$ cat src/rtl/cpu_types_pkg.sv
// Shared CPU-side types: the machine word, the RAM status encoding and
// the memory arbiter states.
package cpu_types_pkg;

    localparam int WORD_W = 32;

    typedef logic [WORD_W-1:0] word_t;

    typedef enum logic [1:0] {
        FREE   = 2'b00,
        BUSY   = 2'b01,
        ACCESS = 2'b10,
        ERROR  = 2'b11
    } ramstate_t;

    typedef enum logic {
        ARB_IDLE  = 1'b0,
        ARB_GRANT = 1'b1
    } arbstate_t;

endpackage

$ cat src/rtl/rr_picker.sv
// Round-robin picker: first set request at or after ptr (wrapping), returned
// both as a one-hot grant and as an index.
module rr_picker #(
    parameter int W  = 4,
    parameter int IW = (W > 1) ? $clog2(W) : 1
) (
    input  logic [W-1:0]  req,
    input  logic [IW-1:0] ptr,
    output logic [W-1:0]  gnt,
    output logic [IW-1:0] idx,
    output logic          any
);

    int j;

    // Walk offsets from farthest to nearest so the nearest hit overwrites.
    always_comb begin
        gnt = '0;
        idx = '0;
        any = 1'b0;
        j   = 0;
        for (int i = W - 1; i >= 0; i--) begin
            j = int'(ptr) + i;
            if (j >= W) begin
                j = j - W;
            end
            if (req[IW'(j)]) begin
                gnt          = '0;
                gnt[IW'(j)]  = 1'b1;
                idx          = IW'(j);
                any          = 1'b1;
            end
        end
    end

endmodule

$ cat src/rtl/mem_arbiter.sv
// Shares the single RAM port among the per-core icaches and dcaches.
// Build option MEM_ARB_DPRIO_EN: dcache requests beat icache requests.
module mem_arbiter
    import cpu_types_pkg::*;
#(
    parameter int CPUS      = 2,
    parameter int MAX_BURST = 4
) (
    input  logic                      CLK,
    input  logic                      RST,
    input  logic [CPUS-1:0]           iREN,
    input  logic [WORD_W*CPUS-1:0]    iaddr,
    output logic [CPUS-1:0]           iwait,
    output logic [WORD_W*CPUS-1:0]    iload,
    input  logic [CPUS-1:0]           dREN,
    input  logic [CPUS-1:0]           dWEN,
    input  logic [WORD_W*CPUS-1:0]    daddr,
    input  logic [WORD_W*CPUS-1:0]    dstore,
    output logic [CPUS-1:0]           dwait,
    output logic [WORD_W*CPUS-1:0]    dload,
    output logic                      ramREN,
    output logic                      ramWEN,
    output word_t                     ramaddr,
    output word_t                     ramstore,
    input  word_t                     ramload,
    input  ramstate_t                 ramstate,
    output logic                      arb_err,
    output arbstate_t                 arb_state,
    output logic [$clog2(2*CPUS)-1:0] arb_owner
);

    localparam int N  = 2 * CPUS;
    localparam int IW = $clog2(N);
    localparam int CW = (CPUS > 1) ? $clog2(CPUS) : 1;
    localparam int BW = $clog2(MAX_BURST + 1);

    // Handshake: a requester raises its enable(s) with address/data and holds
    // them until its wait drops; the cycle with wait low is the transfer, and
    // load is valid in that cycle. Requester 2c is dcache c, 2c+1 is icache c.
    arbstate_t     state, state_n;
    logic [IW-1:0] owner, owner_n;
    logic [N-1:0]  owner_oh, owner_oh_n;
    logic [BW-1:0] burst, burst_n;
    logic          err_set;
    logic          advance;

    logic [N-1:0]  req;
    logic [N-1:0]  win_oh;
    logic [IW-1:0] win_idx;
    logic          win_any;
    logic          own_req;
    logic          own_icache;
    logic [CW-1:0] own_core;

    always_comb begin
        req = '0;
        for (int c = 0; c < CPUS; c++) begin
            req[2*c]   = dREN[c] | dWEN[c];
            req[2*c+1] = iREN[c];
        end
    end

    assign own_req    = |(req & owner_oh);
    assign own_icache = owner[0];
    assign own_core   = CW'(owner >> 1);
    assign arb_state  = state;
    assign arb_owner  = owner;

`ifdef MEM_ARB_DPRIO_EN
    logic [CW-1:0]   dptr, iptr, didx, iidx, next_core;
    logic [CPUS-1:0] dreq, ireq, dgnt, ignt;
    logic            dany, iany;

    assign dreq = dREN | dWEN;
    assign ireq = iREN;

    rr_picker #(.W(CPUS), .IW(CW)) u_dpick (
        .req (dreq),
        .ptr (dptr),
        .gnt (dgnt),
        .idx (didx),
        .any (dany)
    );

    rr_picker #(.W(CPUS), .IW(CW)) u_ipick (
        .req (ireq),
        .ptr (iptr),
        .gnt (ignt),
        .idx (iidx),
        .any (iany)
    );

    always_comb begin
        win_oh = '0;
        for (int c = 0; c < CPUS; c++) begin
            win_oh[2*c]   = dany & dgnt[c];
            win_oh[2*c+1] = ~dany & ignt[c];
        end
    end

    assign win_any   = dany | iany;
    assign win_idx   = dany ? IW'({didx, 1'b0}) : IW'({iidx, 1'b1});
    assign next_core = (own_core == CW'(CPUS - 1)) ? '0 : own_core + CW'(1);

    // Each class keeps its own pointer; only the releasing class advances.
    always_ff @(posedge CLK or posedge RST) begin
        if (RST) begin
            dptr <= '0;
            iptr <= '0;
        end else if (advance) begin
            if (own_icache) begin
                iptr <= next_core;
            end else begin
                dptr <= next_core;
            end
        end
    end
`else
    logic [IW-1:0] rr_ptr;

    rr_picker #(.W(N), .IW(IW)) u_pick (
        .req (req),
        .ptr (rr_ptr),
        .gnt (win_oh),
        .idx (win_idx),
        .any (win_any)
    );

    always_ff @(posedge CLK or posedge RST) begin
        if (RST) begin
            rr_ptr <= '0;
        end else if (advance) begin
            rr_ptr <= (owner == IW'(N - 1)) ? '0 : owner + IW'(1);
        end
    end
`endif

    always_ff @(posedge CLK or posedge RST) begin
        if (RST) begin
            state    <= ARB_IDLE;
            owner    <= '0;
            owner_oh <= '0;
            burst    <= '0;
            arb_err  <= 1'b0;
        end else begin
            state    <= state_n;
            owner    <= owner_n;
            owner_oh <= owner_oh_n;
            burst    <= burst_n;
            arb_err  <= arb_err | err_set;
        end
    end

    // An ERROR release leaves the pointer alone so the same owner retries.
    always_comb begin
        state_n    = state;
        owner_n    = owner;
        owner_oh_n = owner_oh;
        burst_n    = burst;
        err_set    = 1'b0;
        advance    = 1'b0;
        case (state)
            ARB_IDLE: begin
                if (win_any) begin
                    state_n    = ARB_GRANT;
                    owner_n    = win_idx;
                    owner_oh_n = win_oh;
                    burst_n    = '0;
                end
            end
            ARB_GRANT: begin
                if (ramstate == ERROR) begin
                    err_set = 1'b1;
                    state_n = ARB_IDLE;
                end else if (!own_req) begin
                    state_n = ARB_IDLE;
                    advance = 1'b1;
                end else if (ramstate == ACCESS) begin
                    if (burst != BW'(MAX_BURST)) begin
                        burst_n = burst + BW'(1);
                    end
                    if (own_icache || (burst_n == BW'(MAX_BURST))) begin
                        state_n = ARB_IDLE;
                        advance = 1'b1;
                    end
                end
            end
            default: state_n = ARB_IDLE;
        endcase
    end

    // Owner routing; a dcache write wins over a simultaneous read.
    always_comb begin
        ramREN   = 1'b0;
        ramWEN   = 1'b0;
        ramaddr  = '0;
        ramstore = '0;
        iwait    = '1;
        dwait    = '1;
        iload    = '0;
        dload    = '0;
        if (state == ARB_GRANT) begin
            for (int c = 0; c < CPUS; c++) begin
                if (own_core == CW'(c)) begin
                    if (own_icache) begin
                        ramREN                      = iREN[c];
                        ramaddr                     = iaddr[WORD_W*c +: WORD_W];
                        iwait[c]                    = (ramstate != ACCESS);
                        iload[WORD_W*c +: WORD_W]   = ramload;
                    end else begin
                        ramWEN                      = dWEN[c];
                        ramREN                      = dREN[c] & ~dWEN[c];
                        ramaddr                     = daddr[WORD_W*c +: WORD_W];
                        ramstore                    = dstore[WORD_W*c +: WORD_W];
                        dwait[c]                    = (ramstate != ACCESS);
                        dload[WORD_W*c +: WORD_W]   = ramload;
                    end
                end
            end
            if (ramstate == ERROR) begin
                ramREN = 1'b0;
                ramWEN = 1'b0;
            end
        end
    end

endmodule

$ cat config.mk
export PLATFORM = sky130hd
export DESIGN_NAME = mem_arbiter
export DESIGN_NICKNAME = d
export VERILOG_FILES = /design/src/rtl/cpu_types_pkg.sv /design/src/rtl/rr_picker.sv /design/src/rtl/mem_arbiter.sv
export SDC_FILE = /design/constraint.sdc
export NUM_CORES = 1
export LEC_CHECK = 0
export ABC_AREA = 1
export CORE_AREA = 2 2 171 173
export CTS_BUF_LIST = sky130_fd_sc_hd__clkbuf_4 sky130_fd_sc_hd__clkbuf_8 sky130_fd_sc_hd__clkbuf_16
export DETAILED_ROUTE_END_ITERATION = 12
export DIE_AREA = 0 0 173 175
export MAX_ROUTING_LAYER = met4
export PLACE_DENSITY = 0.45
export SLEW_MARGIN = 20
export SYNTH_ARGS = -nofsm -noshare
export SYNTH_HDL_FRONTEND = slang
export SYNTH_SLANG_ARGS = --single-unit
$ cat constraint.sdc
create_clock -name CLK -period 5.8 [get_ports CLK]
set_input_delay 0.87 -clock CLK [delete_from_list [all_inputs] [get_ports CLK]]
set_output_delay 0.87 -clock CLK [all_outputs]
set_load 0.005 [all_outputs]
Word level (Yosys, flattened, before mapping):

Cells that the tools add are included.

* $add $sub $neg: 9
* multipliers: 0
* divide/modulo/power cells: 0
* order comparisons: 12
* eq/ne operators: 10
* shift operators: 0
* multiplexer cells: 96
* bitwise operators: 9
* reduce and logical (&&, ||, !) cells: 8

Operator list (count)
* 32-bit two-way mux: 15
* 64-bit two-way mux: 2
* 1-bit two-way mux: 45
* 3-bit two-way mux: 9
* 2-bit two-way mux: 11
* 2-bit by 4-bit less-than comparator with 1-bit output (second input constant): 4
* 4-bit two-way mux: 4
* 3-bit >= comparator (second input constant): 3
* 1-bit binary-select mux with 2-bit select: 4
* 1-bit demux with 2-bit select: 4
* 2-bit by 1-bit >= comparator with 1-bit output (second input constant): 4
* 2-bit by 1-bit subtractor with 2-bit output (second input constant): 4
* 2-bit by 2-bit adder with 3-bit output (second input constant): 2
* 2-bit equality test (second input constant): 3
* 2-bit by 1-bit inequality test with 1-bit output (second input constant): 3
* 3-bit one-hot mux with 2 select lines: 1
* 4-bit bitwise AND: 1
* 1-bit logical AND: 4
* 2-bit inequality test (second input constant): 2
* 4-bit AND reduction: 1
* 4-bit OR reduction: 1
* 2-bit by 1-bit adder with 3-bit output (second input constant): 1
* 3-bit by 1-bit adder with 3-bit output (second input constant): 1
* 3-bit equality test (second input constant): 1
* 9 further kinds: 14

* register bits after elaboration: 13
* latch bits: 0
* bits in writable memories: 0
* ROM bits: 0
* output and inout port bits: 202
* word-level logic and storage cells: 150
* memories: 0

Logic depth before layout (Yosys ltp):

Gate-level depths: netlist (run 1).

* depth in word-level cells: 13
* depth in mapped cells: 13
* mapped depth without buffers: 11

Hierarchy:

Synthesis (run 1) repeated with hierarchy kept, for this count alone.

* cells, all modules: 743
* area total of the unflattened synthesis: 3608.5 µm²

Modules (own cells, without submodules)
* mem_arbiter: times used 1, cells an instance 636, area each 3012.9 µm²
* rr_picker: times used 1, cells an instance 107, area each 595.6 µm²

Worst setup path after synthesis (run 1):

Ideal clock, no wire load.

* path type: input to output
* start point: input ramstate[0]
* end point: output ramREN
* arrival: 1.429 ns
* required time: 4.930 ns
* setup slack: 3.501 ns
* cell stages on the path: 5
* path through: nand2_1 inv_1 nor2_1 inv_1 a221oi_1

* cells in the longest elaborated chain, start to end: 3

Ends and longest elaborated chain
* start: declaration: RTL line mem_arbiter.sv:26 `input ramstate_t ramstate,`
* 2-bit equality test: RTL line mem_arbiter.sv:220 `if (ramstate == ERROR) begin`
* 1-bit two-way mux: RTL line mem_arbiter.sv:220
* 1-bit two-way mux: RTL line mem_arbiter.sv:202 `if (state == ARB_GRANT) begin`
* end: declaration: RTL line mem_arbiter.sv:21 `output logic ramREN,`

Every way passes these cells.

Worst setup path after layout (run 1):

* start point: register owner[0], in the netlist arb_owner[0]
* end point: output dload[51]

* cells in the longest elaborated chain, start to end: 3

Ends and longest elaborated chain
* start: declaration: RTL line mem_arbiter.sv:41 `logic [IW-1:0] owner, owner_n;`
* start signal: assignment: RTL line mem_arbiter.sv:147 `owner <= owner_n;`
* 32-bit two-way mux: RTL line mem_arbiter.sv:205 `if (own_icache) begin`
* 32-bit two-way mux: RTL line mem_arbiter.sv:204 `if (own_core == CW'(c)) begin`
* 64-bit two-way mux: RTL line mem_arbiter.sv:202
* end: declaration: RTL line mem_arbiter.sv:20 `output logic [WORD_W*CPUS-1:0] dload,`

Every way passes these cells.

==> out/qor.csv, run 1 <==
stage,metric,value,unit
cts,cts_max_level,1,
layout,final_cell_mix,"clkdlybuf4s50_1, nor2_1, nand2_1",
floorplan,fp.dieW,173,µm
critical_path,path_max_fanout,69,
sta,slew_viol_final,0,
cts,cts_buffers,3,
sta,setup_viol,0,
cts,cts_max_path_buffers,2,
floorplan,io_pins,436,
place,dpl.hpwl,22900,µm
synthesis,ys_seq_area_share,9.17,%
critical_path,cp.required,4.93,ns
drt,drc,0,
global_route,grtUsageTotal,18.3,%
floorplan,fp.dieH,175,µm
place,io_buffers,435,
drt,first_pass_iters,5,
place,pre_cts_ws,1.97,ns
sta,tns,0,ns
synthesis,synth_nets,987,
synthesis,netlist_instances,742,
drt,drtIter0Drc,281,
synthesis,syn_area,3550,µm²
cts,cts_tree,done,
sta,relSlewSlack,29.1,%
drt,ant_nets,0,
synthesis,yosys-top-cells-area,"nor2_1, o21ai_0, nand2_1, dfrtp_1, a21oi_1",
floorplan,die-area,30300,µm²
floorplan,num_rows,62,
critical_path,cp.arrival,3.12,ns
floorplan,core_area,28400,µm²
cts,cts_root_buffer,clkbuf_16,
status,outcome,"finished, final reports clean",
synthesis,synth_top_area_cell,nor2_1,
cts,hold_buffers,0,
layout,fin_nets,1381,
global_route,grt_pass1_vias,6407,
cts,cts_setup_buffers,0,
synthesis,synthDominantCellAreaShare,33.0,%
sta,rsz0062_at_grt,no,
cts,post_cts_resized,0,
power,powerDensity,385,nW/µm²
synthesis,synth-seq-cells,13,
sta,final-hold-violation-count,0,
global_route,antenna_found_initial,4,
power,vdd_drop_max,0.000131,V
drt,vias,6360,
synthesis,synth_cell_types,32,
global_route,overflow,0,
sta,period_needed,3.99,ns
min_path,hold_path_class,register to register,
drt,via_per_inst,4.17,
sta,worstMarginPinSlew,1.06,ns
cts,cts_num_sinks,13,
power,power.leakage,3.23,nW
sta,worst_slack,1.81,ns
global_route,grt_pass1_wl,41200,µm
layout,syn_to_final_growth,134,%
place,gp_congestion,0.882,
critical_path,crit_type,register to primary output,
flow_run,maxCapViolCount,0,
drt,routed_wl,28500,µm
layout,layout_commonest_cell,clkdlybuf4s50_1,
critical_path,endpoint_kind,primary output,
floorplan,start_util,12.5,%
sta,clock.fmax,0.251,GHz
synthesis,avgSynthCellArea,4.78,µm²
global_route,grt_max_degree,70,
layout,drive_gt1_share,3.44,%
critical_path,start_kind,register,
synthesis,yosys_warnings,0,
cts,path_clk_slew,0.05,ns
cts,clkLatencyLatePin,0.25,ns
sta,finalCritPeriodShare,68.8,%
sta,finClkSkew,0.00375,ns
drt,post_drt_wl_per_cell,18.7,µm
layer usage:
layer  vias to the layer above  global-route usage (%)  share of wire, %
met4                         0                    3.60               1.4
met1                      2877                    20.8                41
met5                         -                       -                 0
met3                        13                    4.81               7.9
met2                       311                    32.2                50
li1                       3159                       -                 -
path summary, 6_finish.rpt:
| path | from | end | slack, ns | cells after the start |
|---|---|---|---|---|
| hold / removal | owner_oh[3] | owner_oh[3] | 0.49 | 2 |
| min in group asynchronous | RST | owner_oh[3] | 0.97 | 2 |
| hold reg to reg | owner_oh[3] | owner_oh[3] | 0.49 | 2 |
| setup reg to reg | rr_ptr[0] | arb_owner[1] | 3.47 | 11 |
| max in group asynchronous | RST | arb_owner[0] | 4.43 | 2 |
| setup / recovery | arb_owner[0] | dload[51] | 1.81 | 5 |
worst max-delay path: stages, from the launching register on:
cell and delay (ns):
dfrtp_4 0.69, clkinv_2 0.40, buf_4 0.65, nand2_1 0.32, nor2_1 0.20, clkdlybuf4s50_1 0.54
flip-flops by register name, summed over array words and instances (netlist names):
| register | cells |
|---|---|
| owner_oh | 4 |
| rr_ptr | 2 |
| arb_state | 1 |
| burst | 3 |
| arb_err | 1 |
| arb_owner | 2 |
where the power goes:
part	switching, W	internal, W
Sequential	0.0000956	0.000128
Clock	0.0000406	0.0000976
Combinational	0.00154	0.00130
final cells by class:
class	instances	area, µm²
inverter	28	115
fill	3240	20100
sequential	13	330
clock buffer	4	82.6
tap	384	480
antenna	5	12.5
timing repair buffer	443	4410
multi-input combinational	647	2880
Yosys cell counts:
cell,count
buf_1,7
nand2_4,5
a31oi_1,2
or2_2,2
nor2_1,312
nand4_1,3
inv_8,1
xor2_1,1
o21bai_1,1
clkinv_1,1
inv_1,21
inv_2,5
nand3_2,3
a22oi_2,1
clkbuf_1,32
o22ai_1,13
nor2_4,1
buf_6,2
a221oi_1,1
nor2_2,3
dfrtp_1,13
o21ai_0,102
nand3_1,20
o21ai_1,4
nand2_1,130
a21oi_1,29
nand2_2,2
ha_1,11
clkbuf_2,1
buf_2,11
buf_4,1
a211oi_1,1
per-stage QoR:
step	util, %	hold WS [ns]	instances	power [W]	area (µm²)
after global routing	29.3	0.507	1523	0.00351	8310
final	29.3	0.486	1524	0.00320	8310
after CTS	29.2	0.481	1519	0.00326	8300
after floorplan	-	0.443	742	0.00156	3550
after detailed placement	28.9	0.470	1515	0.00310	8220
after global placement	28.9	0.471	1515	0.00312	8220
cell families (layout without fill, tap and decap cells):
family	after synthesis	after routing	synth area share, %
buf+inv	82	475	9.84
other cells	0	5	0
fa+ha+maj	11	11	3.88
compound gates	154	154	22.7
simple gates	481	481	54.1
xor+xnor	1	1	0.247
flops	13	13	9.17
Power figures use the tool's default switching activity.
==> run 2, diff against run 1 <==
- CORE_AREA: 2 2 171 173 -> 2 2 172 174
- DIE_AREA: 0 0 173 175 -> 0 0 174 176
- PLACE_DENSITY: 0.45 -> 0.44
- clock period: 5.8 -> 3.85 ns (I/O delays scaled with it)
==> run 2 against run 1 <==
  * Setup slack got worse by 1.2 ns
  * Die area increased by 1.2%
  * Non-clock buffer count increased by 5
  * Flip-flop and latch count unchanged
  * Via count decreased by 0.27%
  * Clock-buffer cell count decreased by 1
  * Highest routed layer unchanged
==> out/qor.csv, run 2 (synthesis gave the netlist of run 1 again) <==
stage,metric,value,unit
global_route,overflow,0,
cts,cts_max_level,1,
cts,cts_setup_buffers,0,
layout,top_regs,"owner_oh: 4 flops, burst: 3 flops",
critical_path,worstPathCellList,inv_2 > nor2_2 > buf_4 > clkinv_2 > nor2_1 > clkdlybuf4s50_1,
global_route,grt_use_met3,4.11,%
floorplan,die-area,30600,µm²
sta,final-hold-violation-count,0,
layout,syn_to_final_growth,135,%
drt,drtIter0Drc,281,
power,powerDensity,580,nW/µm²
drt,post_drt_wl_per_cell,18.7,µm
layout,seq_area,330,µm²
global_route,met1_usage,20.0,%
drt,routed_wl,28500,µm
floorplan,fp.dieW,174,µm
cts,post_cts_resized,0,
floorplan,fp.dieH,176,µm
drt,drc,0,
floorplan,core_area,28500,µm²
cts,cts_tree,done,
global_route,grtUsageTotal,17.9,%
place,dpl.hpwl,23000,µm
cts,hold_buffers,0,
drt,vias,6343,
sta,relSlewSlack,43.2,%
place,io_buffers,435,
critical_path,path_max_fanout,64,
critical_path,endpoint_kind,primary output,
layout,layout_commonest_cell,clkdlybuf4s50_1,
power,vdd_drop_max,0.000242,V
floorplan,io_pins,436,
power,power.leakage,3.25,nW
layout,fin_nets,1386,
flow_run,maxCapViolCount,0,
critical_path,cp.arrival,2.71,ns
sta,slew_viol_final,0,
critical_path,cp_top_family,buffers and inverters,
sta,setup_viol,0,
drt,via_per_inst,4.16,
sta,rsz0062_at_grt,no,
sta,finalCritPeriodShare,85.3,%
layout,regMostFlops,owner_oh,
floorplan,start_util,12.4,%
cts,cts_root_buffer,clkbuf_16,
critical_path,crit_type,register to primary output,
layout,fill_cells,3257,
cts,cts_num_sinks,13,
status,outcome,"finished, final reports clean",
layout,final_core_util,29.2,%
cts,cts_buffers,3,
power,total_power,0.00484,W
critical_path,start_kind,register,
global_route,use_met2,32.9,%
drt,ant_nets,0,
cts,cts_max_path_buffers,2,
global_route,antenna_found_initial,1,
min_path,hold_path_class,register to register,
critical_path,cp_num_buf_inv,4,
sta,clock.fmax,0.304,GHz
cts,path_clk_slew,0.05,ns
sta,finClkSkew,0.00355,ns
global_route,grt_pass1_vias,6570,
sta,worstMarginPinSlew,0.852,ns
sta,period_needed,3.29,ns
layout,drive_gt1_share,3.95,%
layout,final_cell_mix,"clkdlybuf4s50_1, nor2_1, nand2_1",
cts,clkLatencyLatePin,0.24,ns
global_route,grt_max_degree,65,
global_route,grt_pass1_wl,40900,µm
critical_path,slowest_stage,clkinv_2,
critical_path,cp.required,3.27,ns
layout,largest_reg_flops,4,
global_route,grt_busiest_layer,met2,
sta,tns,0,ns
critical_path,cpPeakStageDelay,0.68,ns
floorplan,num_rows,62,
drt,first_pass_iters,5,
layout,multi_input_area,2880,µm²
place,gp_congestion,0.846,
## run 2: cell types whose count changed in the layout (fill, tap and decap cells not counted), sizes merged
cell / delta
clkinv: +1
diode: -4
buf: +5
clkbuf: -1
## run 2: report_power, final
| group | internal [W] | leakage (nW) | switching, W | total, W |
|---|---|---|---|---|
| clock network | 0.000138 | 0.0409 | 0.0000563 | 0.000194 |
| registers | 0.000194 | 0.159 | 0.0000881 | 0.000283 |
| logic | 0.00198 | 3.05 | 0.00238 | 0.00436 |
| total | 0.00232 | 3.25 | 0.00252 | 0.00484 |
## run 2: per-layer routing
metal | vias to the layer above | part of all wire, %
li1 | 3161 | -
met1 | 2866 | 40
met2 | 298 | 50
met3 | 18 | 7.4
met4 | 0 | 1.8
met5 | - | 0
## run 2: area by class of cell
cell class	count	area share [%]
diodes	1	0.0300
clock buffers	3	0.900
clock inverters	1	0.0600
inverters	28	1.38
multi-input cells	647	34.5
flip-flops and latches	13	3.96
well taps	384	5.76
repair buffers	448	53.4
## run 2: metrics by stage
step	area (µm²)	std cells	hold WS, ns	setup slack, ns
floorplan	3550	742	0.443	1.96
global route	8340	1525	0.511	0.290
detailed placement	8260	1520	0.476	0.965
CTS	8340	1524	0.488	0.697
global placement	8260	1520	0.473	0.940
finish	8340	1525	0.476	0.565
## run 2: worst reg2reg max path: stages, from the launching register on
cell,delay (ns)
dfrtp_1,0.58
inv_1,0.27
ha_1,0.47
inv_2,0.10
nand3_2,0.11
nand2_4,0.11
nor2_4,0.16
nand2_4,0.06
nand2_4,0.15
inv_1,0.10
nand2_1,0.06
o21ai_1,0.06
## run 2: path summary, 6_finish.rpt
| check | startpoint | to | slack (ns) | cells after the start |
|---|---|---|---|---|
| worst min register to register | owner_oh[1] | owner_oh[1] | 0.48 | 2 |
| min in group asynchronous | RST | arb_err | 0.68 | 2 |
| worst min-delay path | owner_oh[1] | owner_oh[1] | 0.48 | 2 |
| worst max register to register | rr_ptr[1] | arb_owner[1] | 1.48 | 11 |
| worst max-delay path | arb_state | iload[18] | 0.56 | 6 |
| max in group asynchronous | RST | arb_owner[0] | 2.76 | 2 |
==> run 3, diff against run 2 <==
- CORE_AREA: 2 2 172 174 -> 5 5 165 167
- DIE_AREA: 0 0 174 176 -> 0 0 170 172
- GPL_TIMING_DRIVEN: unset -> 0
- PLACE_DENSITY: 0.44 -> 0.48
==> run 3 against run 2 <==
  * Final cell count down 0.46%
  * Global-route usage up 2.5 points
  * Via count up 3.8%
  * Die area down 4.5%
  * Clock-buffer cell count did not move
  * Register-to-register slack improved by 0.08 ns
  * Clock power up 7%
  * Critical path type unchanged
==> out/qor.csv, run 3 (synthesis gave the netlist of run 1 again) <==
stage,metric,value,unit
status,outcome,"finished, final reports clean",
sta,period_needed,3.50,ns
place,dpl.hpwl,26700,µm
cts,post_cts_resized,0,
global_route,overflow,0,
critical_path,cpPeakStageDelay,0.61,ns
critical_path,crit_path_frequent_cell,nor2_1,
floorplan,io_pins,436,
floorplan,die-area,29200,µm²
layout,final_core_util,32.8,%
sta,final-hold-violation-count,0,
sta,relSlewSlack,45.5,%
critical_path,crit_type,register to primary output,
flow_run,maxCapViolCount,0,
layout,syn_to_final_growth,137,%
critical_path,r2r_start,rr_ptr[1],
sta,setup_viol,0,
critical_path,cp.arrival,2.92,ns
power,powerDensity,607,nW/µm²
layout,seq_area,325,µm²
cts,cts_setup_buffers,0,
global_route,grtUsageTotal,20.5,%
drt,first_pass_iters,5,
drt,drc,0,
min_path,min_delay_path_depth,2,
critical_path,cp.required,3.27,ns
drt,post_drt_wl_per_cell,20.8,µm
drt,drtIter0Drc,360,
layout,regMostFlops,owner_oh,
layout,final_cell_mix,"clkdlybuf4s50_1, nor2_1, nand2_1",
drt,wl_met2,15900,µm
cts,cts_num_sinks,13,
cts,cts_max_level,1,
sta,worstMarginPinSlew,0.817,ns
min_path,hold_path_class,register to register,
sta,hold_ws,0.476,ns
critical_path,cp_top_family,buffers and inverters,
place,io_buffers,435,
drt,routed_wl,31600,µm
place,gp_congestion,0.889,
cts,clkLatencyLatePin,0.25,ns
global_route,grt_pass1_wl,44100,µm
critical_path,cp_num_buf_inv,3,
drt,vias,6582,
critical_path,timing.rr.end,owner_oh[3],
floorplan,num_rows,59,
critical_path,cp.depth,6,
cts,cts_tree,done,
floorplan,fp.dieW,170,µm
cts,hold_buffers,0,
layout,fill_cells,2907,
cts,cts_buffers,3,
sta,finalCritPeriodShare,90.8,%
global_route,antenna_found_initial,2,
drt,ant_nets,0,
place,place_area,8320,µm²
global_route,grt_max_degree,14,
layout,largest_reg_flops,4,
critical_path,path_max_fanout,10,
sta,tns,0,ns
cts,path_clk_slew,0.05,ns
layout,fin_nets,1427,
sta,finClkSkew,0.00393,ns
critical_path,endpoint_kind,primary output,
drt,via_per_inst,4.34,
critical_path,reg2regPathDepth,12,
min_path,min_to,owner_oh[2],
floorplan,fp.dieH,172,µm
drt,met1_length,12200,µm
drt,routed.top_layer,met4,
critical_path,r2r_slack,1.56,ns
floorplan,core_area,25600,µm²
sta,rsz0062_at_grt,no,
layout,top_regs,"owner_oh: 4 flops, burst: 3 flops",
sta,clock.fmax,0.286,GHz
min_path,min-delay-start,owner_oh[2],
power,vdd_drop_max,0.000225,V
cts,cts_root_buffer,clkbuf_16,
global_route,grt_pass1_vias,6848,
power,power.leakage,3.31,nW
critical_path,slowest_stage,clkdlybuf4s50_1,
drt,dr_wl_met3,2880,µm
critical_path,worstPathCellList,buf_2 > nor2_1 > clkbuf_1 > o21ai_0 > nor2_1 > clkdlybuf4s50_1,
layout,final_area,8400,µm²
layout,multi_input_area,2870,µm²
sta,slew_viol_final,0,
layout,drive_gt1_share,3.56,%
critical_path,start_kind,register,
cts,cts_max_path_buffers,2,
layout,layout_commonest_cell,clkdlybuf4s50_1,
floorplan,start_util,13.8,%
[run 3: how the worst max path moves through the flow]
stage            startpoint      endpoint  slack (ns)
2_1_floorplan     rr_ptr[1]   owner_oh[3]        1.96
3_3_place_gp   arb_owner[0]     dload[20]        0.54
3_5_place_dp   arb_owner[0]     dload[20]        0.55
4_1_cts        arb_owner[0]  ramstore[30]        0.27
5_1_grt        arb_owner[0]  ramstore[30]         0.1
6_report       arb_owner[0]  ramstore[30]        0.35
[run 3: area by class of cell]
cell class              count  share of cell area (%)
flip-flops and latches     13                    3.87
repair buffers            435                    51.8
clock inverters             1                  0.0596
plain buffers              54                    2.81
inverters                  28                    1.34
clock buffers               3                   0.893
diodes                      2                  0.0596
multi-input cells         647                    34.2
well taps                 335                    4.99
[run 3: worst reg2reg max path: stages, from the launching register on]
cell and delay [ns]:
dfrtp_1 0.56, inv_1 0.26, ha_1 0.46, inv_2 0.09, nand3_2 0.11, nand2_4 0.10
nor2_4 0.16, nand2_4 0.06, nand2_4 0.08, buf_6 0.15, nor2_2 0.04, nand2_1 0.06
nand2_1 0.05
[run 3: metal layers]
layer,vias to the layer above,track usage (%)
met5,-,-
met4,0,4.10
met3,27,5.99
met2,331,36.5
met1,2976,22.9
li1,3248,-
[run 3: stage by stage]
| step | total power [W] | instances | setup slack (ns) |
|---|---|---|---|
| after global placement | 0.00498 | 1512 | 0.544 |
| after CTS | 0.00519 | 1516 | 0.265 |
| after floorplan | 0.00235 | 742 | 1.96 |
| final | 0.00511 | 1518 | 0.353 |
| after detailed placement | 0.00495 | 1512 | 0.551 |
| after global routing | 0.00562 | 1518 | 0.0989 |
[run 3: where the power goes]
part,total (W),leakage [nW],internal [W],switching [W]
sequential,0.000260,0.162,0.000191,0.0000698
combinational,0.00464,3.10,0.00204,0.00260
clock,0.000208,0.0409,0.000139,0.0000690
